[config.mk]
export PLATFORM = sky130hd
export DESIGN_NAME = ysyx_24110006_wbu_flat
export DESIGN_NICKNAME = d
export VERILOG_FILES = /design/src/rtl/ysyx_24110006_wbu_if.sv /design/src/rtl/ysyx_24110006_wbu.sv /design/src/flat_wrapper.sv
export SDC_FILE = /design/constraint.sdc
export NUM_CORES = 1
export LEC_CHECK = 0
export ABC_AREA = 1
export CORE_AREA = 3 3 86 129
export CTS_CLUSTER_DIAMETER = 60
export CTS_CLUSTER_SIZE = 14
export DETAILED_ROUTE_END_ITERATION = 7
export DIE_AREA = 0 0 89 132
export DONT_BUFFER_PORTS = 1
export PLACE_DENSITY = 0.75
export SETUP_SLACK_MARGIN = 0.05
export SLEW_MARGIN = 20
export SYNTH_ARGS = -nofsm -noshare
export SYNTH_HDL_FRONTEND = slang
export SYNTH_SLANG_ARGS = --single-unit
[constraint.sdc]
create_clock -name i_clock -period 4.2 [get_ports i_clock]
set_clock_uncertainty 0.2 [all_clocks]
set_input_delay 0.84 -clock i_clock [delete_from_list [all_inputs] [get_ports i_clock]]
set_output_delay 0.84 -clock i_clock [all_outputs]
set_load 0.1 [all_outputs]
[src/rtl/ysyx_24110006_wbu_if.sv]
// ysyx_24110006_wbu_if: result/commit/hazard bus between the pipeline and the writeback buffer.
//   master: upstream result producer and commit control (drives i_*, observes o_*)
//   slave : writeback buffer (observes i_*, drives o_*)
//   Forwarding signals exist only when YSYX_24110006_WBU_FORWARD_EN is defined.
interface ysyx_24110006_wbu_if #(
    parameter int unsigned ADDR_WIDTH = 5,
    parameter int unsigned DATA_WIDTH = 32
);
    logic                  i_in_valid;
    logic                  o_in_ready;
    logic [ADDR_WIDTH-1:0] i_rd;
    logic                  i_rd_wen;
    logic [DATA_WIDTH-1:0] i_result;
    logic                  i_commit_en;
    logic                  i_flush;
    logic                  o_valid;
    logic                  o_wen;
    logic [ADDR_WIDTH-1:0] o_waddr;
    logic [DATA_WIDTH-1:0] o_wdata;
    logic [ADDR_WIDTH-1:0] i_raddr1;
    logic [ADDR_WIDTH-1:0] i_raddr2;
    logic                  o_hazard1;
    logic                  o_hazard2;
    logic [31:0]           o_retire_cnt;
`ifdef YSYX_24110006_WBU_FORWARD_EN
    logic                  o_fwd_hit1;
    logic                  o_fwd_hit2;
    logic [DATA_WIDTH-1:0] o_fwd_data1;
    logic [DATA_WIDTH-1:0] o_fwd_data2;

    modport master (
        output i_in_valid, i_rd, i_rd_wen, i_result, i_commit_en, i_flush, i_raddr1, i_raddr2,
        input  o_in_ready, o_valid, o_wen, o_waddr, o_wdata, o_hazard1, o_hazard2, o_retire_cnt,
        input  o_fwd_hit1, o_fwd_hit2, o_fwd_data1, o_fwd_data2
    );
    modport slave (
        input  i_in_valid, i_rd, i_rd_wen, i_result, i_commit_en, i_flush, i_raddr1, i_raddr2,
        output o_in_ready, o_valid, o_wen, o_waddr, o_wdata, o_hazard1, o_hazard2, o_retire_cnt,
        output o_fwd_hit1, o_fwd_hit2, o_fwd_data1, o_fwd_data2
    );
`else
    modport master (
        output i_in_valid, i_rd, i_rd_wen, i_result, i_commit_en, i_flush, i_raddr1, i_raddr2,
        input  o_in_ready, o_valid, o_wen, o_waddr, o_wdata, o_hazard1, o_hazard2, o_retire_cnt
    );
    modport slave (
        input  i_in_valid, i_rd, i_rd_wen, i_result, i_commit_en, i_flush, i_raddr1, i_raddr2,
        output o_in_ready, o_valid, o_wen, o_waddr, o_wdata, o_hazard1, o_hazard2, o_retire_cnt
    );
`endif
endinterface

[src/rtl/ysyx_24110006_wbu.sv]
// ysyx_24110006_wbu: in-order writeback buffer between execute results and the register file.
//   i_clock    : clock, rising edge
//   i_reset_n  : asynchronous active-low reset
//   bus (slave): enqueue handshake (i_in_valid/o_in_ready, i_rd, i_rd_wen, i_result),
//                retire control (i_commit_en, i_flush), register-file write port
//                (o_valid, o_wen, o_waddr, o_wdata), hazard lookup (i_raddrK -> o_hazardK),
//                retired-entry counter o_retire_cnt.
//   Define YSYX_24110006_WBU_FORWARD_EN to add youngest-match forwarding
//   (o_fwd_hit1/2, o_fwd_data1/2) on the interface.
module ysyx_24110006_wbu #(
    parameter int unsigned ADDR_WIDTH = 5,
    parameter int unsigned DATA_WIDTH = 32,
    parameter int unsigned DEPTH      = 2
) (
    input  logic                    i_clock,
    input  logic                    i_reset_n,
    ysyx_24110006_wbu_if.slave      bus
);
    localparam int unsigned PTR_W = (DEPTH > 1) ? $clog2(DEPTH) : 1;
    localparam int unsigned CNT_W = PTR_W + 1;

    logic [PTR_W-1:0]      wr_ptr;
    logic [PTR_W-1:0]      rd_ptr;
    logic [CNT_W-1:0]      count;
    logic [31:0]           retire_cnt;
    logic [ADDR_WIDTH-1:0] rd_q   [DEPTH];
    logic                  wen_q  [DEPTH];
    logic [DATA_WIDTH-1:0] data_q [DEPTH];
    logic [DEPTH-1:0]      live;
    logic                  in_ready;
    logic                  out_valid;
    logic                  enq;
    logic                  deq;
    logic                  hz1;
    logic                  hz2;

    // Handshake and retire qualifiers; flush blocks both.
    assign in_ready  = (count != CNT_W'(DEPTH)) && !bus.i_flush;
    assign out_valid = (count != '0) && bus.i_commit_en && !bus.i_flush;
    assign enq       = bus.i_in_valid && in_ready;
    assign deq       = out_valid;

    assign bus.o_in_ready   = in_ready;
    assign bus.o_valid      = out_valid;
    assign bus.o_waddr      = rd_q[rd_ptr];
    assign bus.o_wdata      = data_q[rd_ptr];
    // Gated on occupancy so uninitialised storage never reaches the write enable.
    assign bus.o_wen        = (count != '0) && wen_q[rd_ptr] && (rd_q[rd_ptr] != '0);
    assign bus.o_retire_cnt = retire_cnt;
    assign bus.o_hazard1    = hz1 && (bus.i_raddr1 != '0);
    assign bus.o_hazard2    = hz2 && (bus.i_raddr2 != '0);

    // Control state: pointers, occupancy and retire counter.
    always_ff @(posedge i_clock or negedge i_reset_n) begin
        if (!i_reset_n) begin
            wr_ptr     <= '0;
            rd_ptr     <= '0;
            count      <= '0;
            retire_cnt <= '0;
        end else if (bus.i_flush) begin
            wr_ptr <= '0;
            rd_ptr <= '0;
            count  <= '0;
        end else begin
            if (enq) wr_ptr <= wr_ptr + PTR_W'(1);
            if (deq) begin
                rd_ptr     <= rd_ptr + PTR_W'(1);
                retire_cnt <= retire_cnt + 32'd1;
            end
            count <= count + CNT_W'(enq) - CNT_W'(deq);
        end
    end

    // Entry storage is deliberately left without reset.
    always_ff @(posedge i_clock) begin
        if (enq) begin
            rd_q[wr_ptr]   <= bus.i_rd;
            wen_q[wr_ptr]  <= bus.i_rd_wen;
            data_q[wr_ptr] <= bus.i_result;
        end
    end

    // Occupied-slot mask: slot at offset i from the head is live when i < count.
    always_comb begin
        live = '0;
        for (int i = 0; i < int'(DEPTH); i++) begin
            if (CNT_W'(i) < count) live[rd_ptr + PTR_W'(i)] = 1'b1;
        end
    end

    // Pending-write lookup over every live entry, head included.
    always_comb begin
        hz1 = 1'b0;
        hz2 = 1'b0;
        for (int j = 0; j < int'(DEPTH); j++) begin
            if (live[j] && wen_q[j] && (rd_q[j] == bus.i_raddr1)) hz1 = 1'b1;
            if (live[j] && wen_q[j] && (rd_q[j] == bus.i_raddr2)) hz2 = 1'b1;
        end
    end

`ifdef YSYX_24110006_WBU_FORWARD_EN
    logic [PTR_W-1:0] fwd_idx;

    // Walk oldest to youngest so the youngest match wins.
    always_comb begin
        bus.o_fwd_hit1  = 1'b0;
        bus.o_fwd_hit2  = 1'b0;
        bus.o_fwd_data1 = '0;
        bus.o_fwd_data2 = '0;
        fwd_idx         = rd_ptr;
        for (int i = 0; i < int'(DEPTH); i++) begin
            fwd_idx = rd_ptr + PTR_W'(i);
            if ((CNT_W'(i) < count) && wen_q[fwd_idx] && (rd_q[fwd_idx] != '0)) begin
                if (rd_q[fwd_idx] == bus.i_raddr1) begin
                    bus.o_fwd_hit1  = 1'b1;
                    bus.o_fwd_data1 = data_q[fwd_idx];
                end
                if (rd_q[fwd_idx] == bus.i_raddr2) begin
                    bus.o_fwd_hit2  = 1'b1;
                    bus.o_fwd_data2 = data_q[fwd_idx];
                end
            end
        end
    end
`endif

endmodule

[src/flat_wrapper.sv]
// flat-port wrapper written by rule: the top's interface ports become plain ports
module ysyx_24110006_wbu_flat 
#(
    parameter int unsigned ADDR_WIDTH = 5,
    parameter int unsigned DATA_WIDTH = 32,
    parameter int unsigned DEPTH      = 2
)
  (i_clock, i_reset_n, bus_i_in_valid, bus_i_rd, bus_i_rd_wen, bus_i_result, bus_i_commit_en, bus_i_flush, bus_i_raddr1, bus_i_raddr2, bus_o_in_ready, bus_o_valid, bus_o_wen, bus_o_waddr, bus_o_wdata, bus_o_hazard1, bus_o_hazard2, bus_o_retire_cnt);
  ysyx_24110006_wbu_if #(.ADDR_WIDTH(ADDR_WIDTH), .DATA_WIDTH(DATA_WIDTH)) bus_i ();
  input  logic i_clock;
  input  logic i_reset_n;
  input wire logic [$bits(bus_i.i_in_valid)-1:0] bus_i_in_valid;
  input wire logic [$bits(bus_i.i_rd)-1:0] bus_i_rd;
  input wire logic [$bits(bus_i.i_rd_wen)-1:0] bus_i_rd_wen;
  input wire logic [$bits(bus_i.i_result)-1:0] bus_i_result;
  input wire logic [$bits(bus_i.i_commit_en)-1:0] bus_i_commit_en;
  input wire logic [$bits(bus_i.i_flush)-1:0] bus_i_flush;
  input wire logic [$bits(bus_i.i_raddr1)-1:0] bus_i_raddr1;
  input wire logic [$bits(bus_i.i_raddr2)-1:0] bus_i_raddr2;
  output wire logic [$bits(bus_i.o_in_ready)-1:0] bus_o_in_ready;
  output wire logic [$bits(bus_i.o_valid)-1:0] bus_o_valid;
  output wire logic [$bits(bus_i.o_wen)-1:0] bus_o_wen;
  output wire logic [$bits(bus_i.o_waddr)-1:0] bus_o_waddr;
  output wire logic [$bits(bus_i.o_wdata)-1:0] bus_o_wdata;
  output wire logic [$bits(bus_i.o_hazard1)-1:0] bus_o_hazard1;
  output wire logic [$bits(bus_i.o_hazard2)-1:0] bus_o_hazard2;
  output wire logic [$bits(bus_i.o_retire_cnt)-1:0] bus_o_retire_cnt;
  assign bus_i.i_in_valid = bus_i_in_valid;
  assign bus_i.i_rd = bus_i_rd;
  assign bus_i.i_rd_wen = bus_i_rd_wen;
  assign bus_i.i_result = bus_i_result;
  assign bus_i.i_commit_en = bus_i_commit_en;
  assign bus_i.i_flush = bus_i_flush;
  assign bus_i.i_raddr1 = bus_i_raddr1;
  assign bus_i.i_raddr2 = bus_i_raddr2;
  assign bus_o_in_ready = bus_i.o_in_ready;
  assign bus_o_valid = bus_i.o_valid;
  assign bus_o_wen = bus_i.o_wen;
  assign bus_o_waddr = bus_i.o_waddr;
  assign bus_o_wdata = bus_i.o_wdata;
  assign bus_o_hazard1 = bus_i.o_hazard1;
  assign bus_o_hazard2 = bus_i.o_hazard2;
  assign bus_o_retire_cnt = bus_i.o_retire_cnt;
  ysyx_24110006_wbu #(.ADDR_WIDTH(ADDR_WIDTH), .DATA_WIDTH(DATA_WIDTH), .DEPTH(DEPTH)) u_core (.i_clock(i_clock), .i_reset_n(i_reset_n), .bus(bus_i));
endmodule
Word level (Yosys, flattened, before mapping) --
Memories as Yosys holds them, arrays and structs flattened. Cells that the tools add are included.
Cells by class: mux-type cells 17, bitwise logic cells 2, reduce and logical (&&, ||, !) cells 24, equality and inequality tests 5, order comparisons 6, add/subtract/negate cells 5
Operators by type and width (count):
- $add 32x1->32 const B | 1
- $eq 5x5->1 | 4
- $logic_and 1x1->1 | 16
- $reduce_bool 5->1 | 3
- $mux 1 | 12
- $mux 2 | 3
- $reduce_bool 2->1 | 3
- $lt 1x2->1 const A | 2
- $lt 1x2->1 const B | 2
- $add 1x1->1 const B | 2
- $add 2x1->2 | 1
- $demux 1 s1 | 2
- $ge 1x1->1 const B | 2
- $ne 2x2->1 const B | 1
- $or 2x2->2 | 1
- $reduce_and 2->1 | 1
- $sub 2x1->2 | 1
- $logic_not 1->1 | 1
- $not 1->1 | 1
Word-level totals: memories kept 3, bits in registers 36, output and inout bits 74, input bits 53, memory bits (writable) 76, word-level logic and storage cells 66
Memory list:
- u_core.data_q | depth 2, bits a word 32, read ports 1, clocked after memory_dff 0, wr ports 1, RTL line ysyx_24110006_wbu.sv:28 | logic [DATA_WIDTH-1:0] data_q [DEPTH];
- u_core.rd_q | depth 2, bits a word 5, read ports 3, clocked after memory_dff 0, wr ports 1, RTL line ysyx_24110006_wbu.sv:26 | logic [ADDR_WIDTH-1:0] rd_q [DEPTH];
- u_core.wen_q | depth 2, bits a word 1, read ports 3, clocked after memory_dff 0, wr ports 1, RTL line ysyx_24110006_wbu.sv:27 | logic wen_q [DEPTH];

Longest topological paths before layout --
Gate-level depths: netlist of the first run.
depth in word-level cells 12, depth in mapped cells 10, mapped depth without buffers 10

Worst setup path after synthesis of the first run --
Ideal clock, no wire load.
path type in2reg, start input bus_i_flush, end memory u_core.data_q[0][0] (enable), path buffers 0, cell stages on the path 3, arrival 4.390 ns, setup time 0.433 ns, path slack -0.824 ns, required time 3.567 ns, cell sequence a21oi_1 -> nand2_1 -> nor2_1
On the way: cells in the longest elaborated chain, start to end 5
Ends and longest elaborated chain:
- start: declaration | RTL line flat_wrapper.sv:17 | input wire logic [$bits(bus_i.i_flush)-1:0] bus_i_flush;
- $logic_not 1->1 | RTL line ysyx_24110006_wbu.sv:38 | assign in_ready = (count != CNT_W'(DEPTH)) && !bus.i_flush;
- $logic_and 1x1->1 | RTL line ysyx_24110006_wbu.sv:38
- $logic_and 1x1->1 | RTL line ysyx_24110006_wbu.sv:40 | assign enq = bus.i_in_valid && in_ready;
- $mux 1 | RTL line ysyx_24110006_wbu.sv:76 | if (enq) begin
- $mux 1 (implied by the code) | RTL line ysyx_24110006_wbu.sv:79 | data_q[wr_ptr] <= bus.i_result;
- end: declaration | RTL line ysyx_24110006_wbu.sv:28
No other way between the ends.

Worst setup path in the final report of the first run --
start register u_core.rd_ptr, end output bus_o_hazard2
On the way: cells in the longest elaborated chain, start to end 12, elaborated cells between the ends (all ways) 21, classes of those cells add/sub (1); order compare (4); mux (8); bitwise (1); reduce/logical (7)
Ends and longest elaborated chain:
- start: declaration | RTL line ysyx_24110006_wbu.sv:23 | logic [PTR_W-1:0] rd_ptr;
- start signal: assignment | RTL line ysyx_24110006_wbu.sv:67 | rd_ptr <= rd_ptr + PTR_W'(1);
- $add 1x1->1, or another cell as far along | RTL line ysyx_24110006_wbu.sv:87 | if (CNT_W'(i) < count) live[rd_ptr + PTR_W'(i)] = 1'b1;
- $lt 1x2->1 (implied by the code), or another cell as far along | RTL line ysyx_24110006_wbu.sv:87
- $logic_and 1x1->1 (implied by the code) / $mux 1 (equally long branches) | RTL line ysyx_24110006_wbu.sv:87
- $mux 1 (implied by the code) / $demux 1 s1 (equally long branches)
- $demux 1 s1 / $mux 2 (equally long branches)
- $or 2x2->2 (no line)
- $mux 2 (*) | RTL line ysyx_24110006_wbu.sv:87
- $logic_and 1x1->1 (2 in series) | RTL line ysyx_24110006_wbu.sv:97 | if (live[j] && wen_q[j] && (rd_q[j] == bus.i_raddr2)) hz2 = 1'b1;
- $mux 1 | RTL line ysyx_24110006_wbu.sv:97
- $mux 1 (*) | RTL line ysyx_24110006_wbu.sv:97
- $logic_and 1x1->1 (*) | RTL line ysyx_24110006_wbu.sv:51 | assign bus.o_hazard2 = hz2 && (bus.i_raddr2 != '0);
- end: declaration | RTL line flat_wrapper.sv:26 | output wire logic [$bits(bus_i.o_hazard2)-1:0] bus_o_hazard2;
Mark *: on every way between the ends. The rest lies on a longest branch, timed or not.

==> results.cfg, run 1 <==
[outcome]
status = finished, final reports clean

[die]
io_pins = 127
die_width_um = 89
dieArea_mm2 = 0.0117
core_area_mm2 = 0.0101
std_cell_rows = 45
die_h_um = 132
initial_core_util_pct = 51.0

[logic_synthesis]
synth_edf_count = 76
synthSimpleGateAreaFrac_pct = 25.5
async_flop_share_pct = 32.1
syn_inst = 534
synth_xor_xnor_area_share_pct = 6.47
synth_mux_area_share_pct = 0
syn_avg_cell_area_um2 = 9.63
synth_top_family_by_area = simple AND/OR/NAND/NOR gates
yosysSeqAreaShare_pct = 61.9
ys_warn_count = 0
synth_fp_nets = 590
ys_seq_elements = 112
synthFlopType = edfxtp_1
syn_area_mm2 = 0.00514
synth_compound_gate_area_share_pct = 1.56
synthDistinctLibCells = 26
synth-adder-area-share_pct = 0.730

[grt]
grt_max_degree = 42
grt_pass1_vias = 3725
antenna_found_initial = 0
grt_pass1_wl_mm = 18.3
overflow = 0
grt.total_usage_pct = 20.1

[route]
vias_per_cell = 5.26
wl_mm = 11.5
postRouteAntennaNets = 0
drc = 0
drt_iter0_drc = 174
wire_per_inst_um = 16.1
vias = 3754
drtPass1Iterations = 4

[placed_design]
port_buffers = 0
place_inst = 697
post-place-ws_ns = 1.18
gp_congestion = 0.928
hpwl_mm = 8.77

[timing]
finalCritPeriodShare_pct = 78.7
max_slew_margin_pct = 30.4
max_freq_mhz = 302
worstMarginPinSlew_ns = 1.04
fin_crit_ns = 3.31
fin_setup_tns_ns = 0
hold_viol_final = 0
rsz0062_at_grt = no
drv_slew = 0
setup_viol = 0
fin_ws_ns = 0.893

[layout]
drive_gt1_share_pct = 15.4
layout.nets = 648
diodes = 0
seqCellArea_mm2 = 0.00318
areaGrowthSynthToFinish_pct = 16.4
fillers = 807
finalNonFillerCells = 714
multi_input_area_mm2 = 0.00179
final_util_pct = 59.4

[clock_network]
cts_resized = 0
clock_latency_ns = 0.33
cts_max_path_buffers = 2
h-tree-depth = 3
postCtsSetupBuffers = 0
cts_tree = done
cts_buffers = 9
root_buffer = clkbuf_16
clk_pin_slew_ns = 0.07
cts_sinks = 112

[pwr]
p_leak_nw = 2.49
fin_total_pwr_mw = 3.25
p_sw_mw = 1.38
p_comb_share_pct = 32.4
netSwitchingFraction_pct = 42.5
intPower_mw = 1.87
power.density_mw_per_mm2 = 543
seqPwrFrac_pct = 44.0
pwr-share-clk_pct = 23.6
ir_worst_vdd_mv = 0.262

[worst_setup_path]
start_kind = flip-flop
crit_type = flip-flop to primary output
end_kind = primary output
worstPathRequired_ns = 3.16
crit_arrival_ns = 2.27
critical_path.max_fanout = 41

[flow_run]
maxCapViolations = 0

[worst_hold_path]
hold_path.class = input pin to async pin
## timing repair
| action | CTS | global route |
|---|---|---|
| endpoints found under the setup margin | 0 | 0 |
| hold buffers | 1 | 0 |
| endpoints found under the hold margin | 36 | 0 |
## Yosys cell counts (4+ instances only)
cell type / instances / area, µm²
o21ai_0: 10 / 50.1
nand3_1: 28 / 140
nor2_2: 6 / 37.5
nor3_1: 4 / 20.0
xor2_1: 10 / 87.6
edfxtp_1: 76 / 2280
nor2_1: 57 / 214
inv_1: 39 / 146
dfrtp_1: 36 / 901
nand2_1: 202 / 758
xnor2_1: 28 / 245
clkbuf_1: 7 / 26.3
## critical path, cell delays in order (launching register included)
cell and delay, ns:
dfrtp_1 0.36, buf_4 0.25, inv_1 0.09, buf_4 0.36
o21ai_0 0.14, nor2_1 0.15, nand3_1 0.08, nor2_1 0.10
nor2_1 0.06, nor2_2 0.07, buf_4 0.28
## registers in the layout, indices dropped and copies added (netlist names)
name,count
u_core.data_q,64
u_core.rd_ptr,1
u_core.wen_q,2
u_core.wr_ptr,1
u_core.bus.o_retire_cnt,32
u_core.rd_q,10
u_core.count,2
## stage by stage
| stage | hold slack [ns] | area, µm² |
|---|---|---|
| 2_1_floorplan | 0.303 | 5150 |
| 3_3_place_gp | 0.346 | 5700 |
| 3_5_place_dp | 0.345 | 5700 |
| 4_1_cts | 0.134 | 5990 |
| 5_1_grt | 0.130 | 5990 |
| 6_report | 0.134 | 5990 |
## logic make-up after synthesis
| family | after synthesis |
|---|---|
| AND/OR/NAND/NOR | 315 |
| buffers and inverters | 50 |
| AO/OA/AOI/OAI | 16 |
| adder cells (fa/ha/maj) | 3 |
| XOR/XNOR | 38 |
| flip-flops | 112 |
## power by group through the flow
| stage | registers, mW | logic [mW] | clock network (mW) |
|---|---|---|---|
| floorplan | 1.48 | 0.806 | 0 |
| global placement | 1.45 | 1.03 | 0 |
| detailed placement | 1.46 | 1.05 | 0 |
| CTS | 1.43 | 1.06 | 0.784 |
| global route | 1.44 | 1.11 | 0.829 |
| finish | 1.43 | 1.05 | 0.768 |
## final timing paths
| check | end | startpoint | slack (ns) | depth (start not counted) |
|---|---|---|---|---|
| worst min register to register | u_core.wr_ptr$_DFFE_PN0P_ | u_core.wr_ptr$_DFFE_PN0P_ | 0.42 | 1 |
| max in group asynchronous | u_core.rd_ptr$_DFFE_PN0P_ | i_reset_n | 3.47 | 1 |
| worst max-delay path | bus_o_hazard2 | u_core.rd_ptr$_DFFE_PN0P_ | 0.89 | 10 |
| worst min-delay path | u_core.bus.o_retire_cnt[29]$_DFFE_PN0P_ | i_reset_n | 0.13 | 1 |
| min in group i_clock | u_core.count[1]$_DFF_PN0_ | bus_i_flush | 0.37 | 1 |
| worst max register to register | u_core.data_q[1][13]$_DFFE_PP_ | u_core.count[1]$_DFF_PN0_ | 1.50 | 5 |
## cell type report
class                   count  area share (%)
well taps                 117            2.44
repair buffers             56            7.44
multi-input cells         372            29.9
clock inverters             5           0.585
clock buffers              11            3.89
inverters                  41            2.57
flip-flops and latches    112            53.2
## cells in the final DEF (no fill, tap or decap), types with 9 or more instances in the layout
cell type and count:
edfxtp_1 76, inv_1 39, xnor2_1 28, buf_4 54, o21ai_0 10, xor2_1 10, nand2_1 202, clkbuf_16 9
nor2_1 53, nand3_1 28, dfrtp_1 36
## layer usage
metal  up-vias  wire [µm]  global-route usage, %
met5         -          0                      0
met2       130       6330                   37.0
met1      1772       4030                   21.2
li1       1828          -                      -
met3        24        846                   6.07
met4         0        275                   6.54
Power figures use the tool's default switching activity.
==> inputs of run 2 (changes only) <==
PLACE_DENSITY = 0.78   (was 0.75)
clock period = 3 ns   (was 4.2 ns; I/O delays follow)
==> results.cfg, run 2 (same netlist as run 1, synthesis figures left out) <==
[layout]
mostFrequentLayoutCells = nand2_1, edfxtp_1, nor2_1
areaGrowthSynthToFinish_pct = 29.3
largest-register = u_core.data_q
fin_area_mm2 = 0.00665
layout_commonest_cell = nand2_1
largest_register_ffs = 64
diodes = 0
final_util_pct = 66.0
drive_gt1_share_pct = 19.0
finalNonFillerCells = 737
layout.nets = 671

[route]
wl_mm = 12.0
postRouteAntennaNets = 0
drtPass1Iterations = 4
drc = 0
vias = 3867
vias_per_cell = 5.25
drt_iter0_drc = 257
wire_per_inst_um = 16.2

[worst_setup_path]
regToRegSetupSlack_ns = 0.89
r2r-end = u_core.data_q[1][27]$_DFFE_PP_
cp_cell_sequence = inv_1 > or2_2 > o21ai_0 > inv_1 > nor3_1 > a21oi_4 > buf_4
worstPathRequired_ns = 2.20
reg2regPathDepth = 4
critical-path-max-stage-delay_ns = 0.46
crit_arrival_ns = 1.97
cp_common_cell = inv_1
slowest_stage = dfrtp_2
crit_type = flip-flop to primary output
end_kind = primary output
critical_path.max_fanout = 13
worst_r2r_startpoint = u_core.count[1]$_DFF_PN0_
start_kind = flip-flop

[grt]
grt_max_degree = 37
grt_pass1_vias = 3990
grt_pass1_wl_mm = 18.9
grt.total_usage_pct = 20.9
antenna_found_initial = 0
overflow = 0

[timing]
drv_slew = 0
max_slew_margin_pct = 38.1
fin_crit_ns = 2.77
fin_setup_tns_ns = 0
rsz0062_at_grt = no
max_freq_mhz = 361
finalCritPeriodShare_pct = 92.4
worstMarginPinSlew_ns = 0.929
setup_viol = 0
hold_viol_final = 0

[clock_network]
cts_buffers = 9
cts_tree = done
cts_max_path_buffers = 2
cts_sinks = 112
clock_latency_ns = 0.34
clk_pin_slew_ns = 0.07
h-tree-depth = 3
root_buffer = clkbuf_16

[placed_design]
hpwl_mm = 9.11
gp_congestion = 0.917
place_inst = 719
port_buffers = 0
placed_area_mm2 = 0.00631

[die]
core_area_mm2 = 0.0101
die_width_um = 89
dieArea_mm2 = 0.0117
std_cell_rows = 45
die_h_um = 132
io_pins = 127
initial_core_util_pct = 51.0

[worst_hold_path]
holdPathStages = 1
hold_end = u_core.count[0]$_DFF_PN0_
min-delay-start = bus_i_flush
hold_path.class = input pin to flip-flop

[pwr]
power.density_mw_per_mm2 = 754
ir_worst_vdd_mv = 0.321
p_leak_nw = 2.79

[flow_run]
maxCapViolations = 0

[outcome]
status = finished, final reports clean
==> run 2: final cells by class <==
cell class,instances,area [µm²]
well taps,117,146
clock buffers,10,229
flip-flops and latches,112,3180
inverters,41,154
clock inverters,6,76.3
multi-input cells,372,1810
repair buffers,79,1050
fillers,735,3430
==> run 2: worst max-delay path: cells and delay by family (launching register included) <==
| family | cells | cell delay [ns] |
|---|---|---|
| buffers and inverters | 3 | 0.44 |
| and+or+nand+nor | 2 | 0.56 |
| DFF | 1 | 0.46 |
| AOI/OAI and AO/OA | 2 | 0.15 |
==> run 2: power by group <==
part           internal [mW]  total (mW)  switching [mW]
clock network          0.664        1.21           0.545
registers               1.77        1.85          0.0847
logic                  0.533        1.95            1.41
==> run 2: timing repair <==
item                                    CTS  global route
resized for setup                         0             1
endpoints found under the setup margin    0             1
buffers inserted                          0             0
hold endpoints to repair                 36             0
hold buffers                              2             0
==> run 2: metrics by stage <==
| step | hold slack [ns] | power [mW] | setup WS, ns |
|---|---|---|---|
| finish | 0.117 | 5.01 | 0.228 |
| global route | 0.103 | 5.19 | 0.0643 |
| CTS | 0.107 | 5.05 | 0.107 |
| detailed placement | 0.105 | 3.83 | 0.484 |
| global placement | 0.106 | 3.79 | 0.555 |
| floorplan | 0.104 | 3.22 | 0.0508 |
==> run 2: worst max-delay path by stage <==
| stage | from | slack, ns | endpoint |
|---|---|---|---|
| after global placement | u_core.rd_ptr$_DFFE_PN0P_ | 0.55 | bus_o_wen |
| after detailed placement | u_core.rd_ptr$_DFFE_PN0P_ | 0.48 | bus_o_wen |
| after CTS | u_core.rd_ptr$_DFFE_PN0P_ | 0.11 | bus_o_wen |
| after global routing | u_core.rd_ptr$_DFFE_PN0P_ | 0.06 | bus_o_wen |
| after floorplan | u_core.rd_ptr$_DFFE_PN0P_ | 0.05 | bus_o_wen |
| final | u_core.rd_ptr$_DFFE_PN0P_ | 0.23 | bus_o_wen |
==> run 2: routing by layer <==
metal	wire (µm)	track usage [%]
met5	0	0
met4	425	10.4
met3	1090	7.13
met2	6280	36.4
met1	4170	21.6
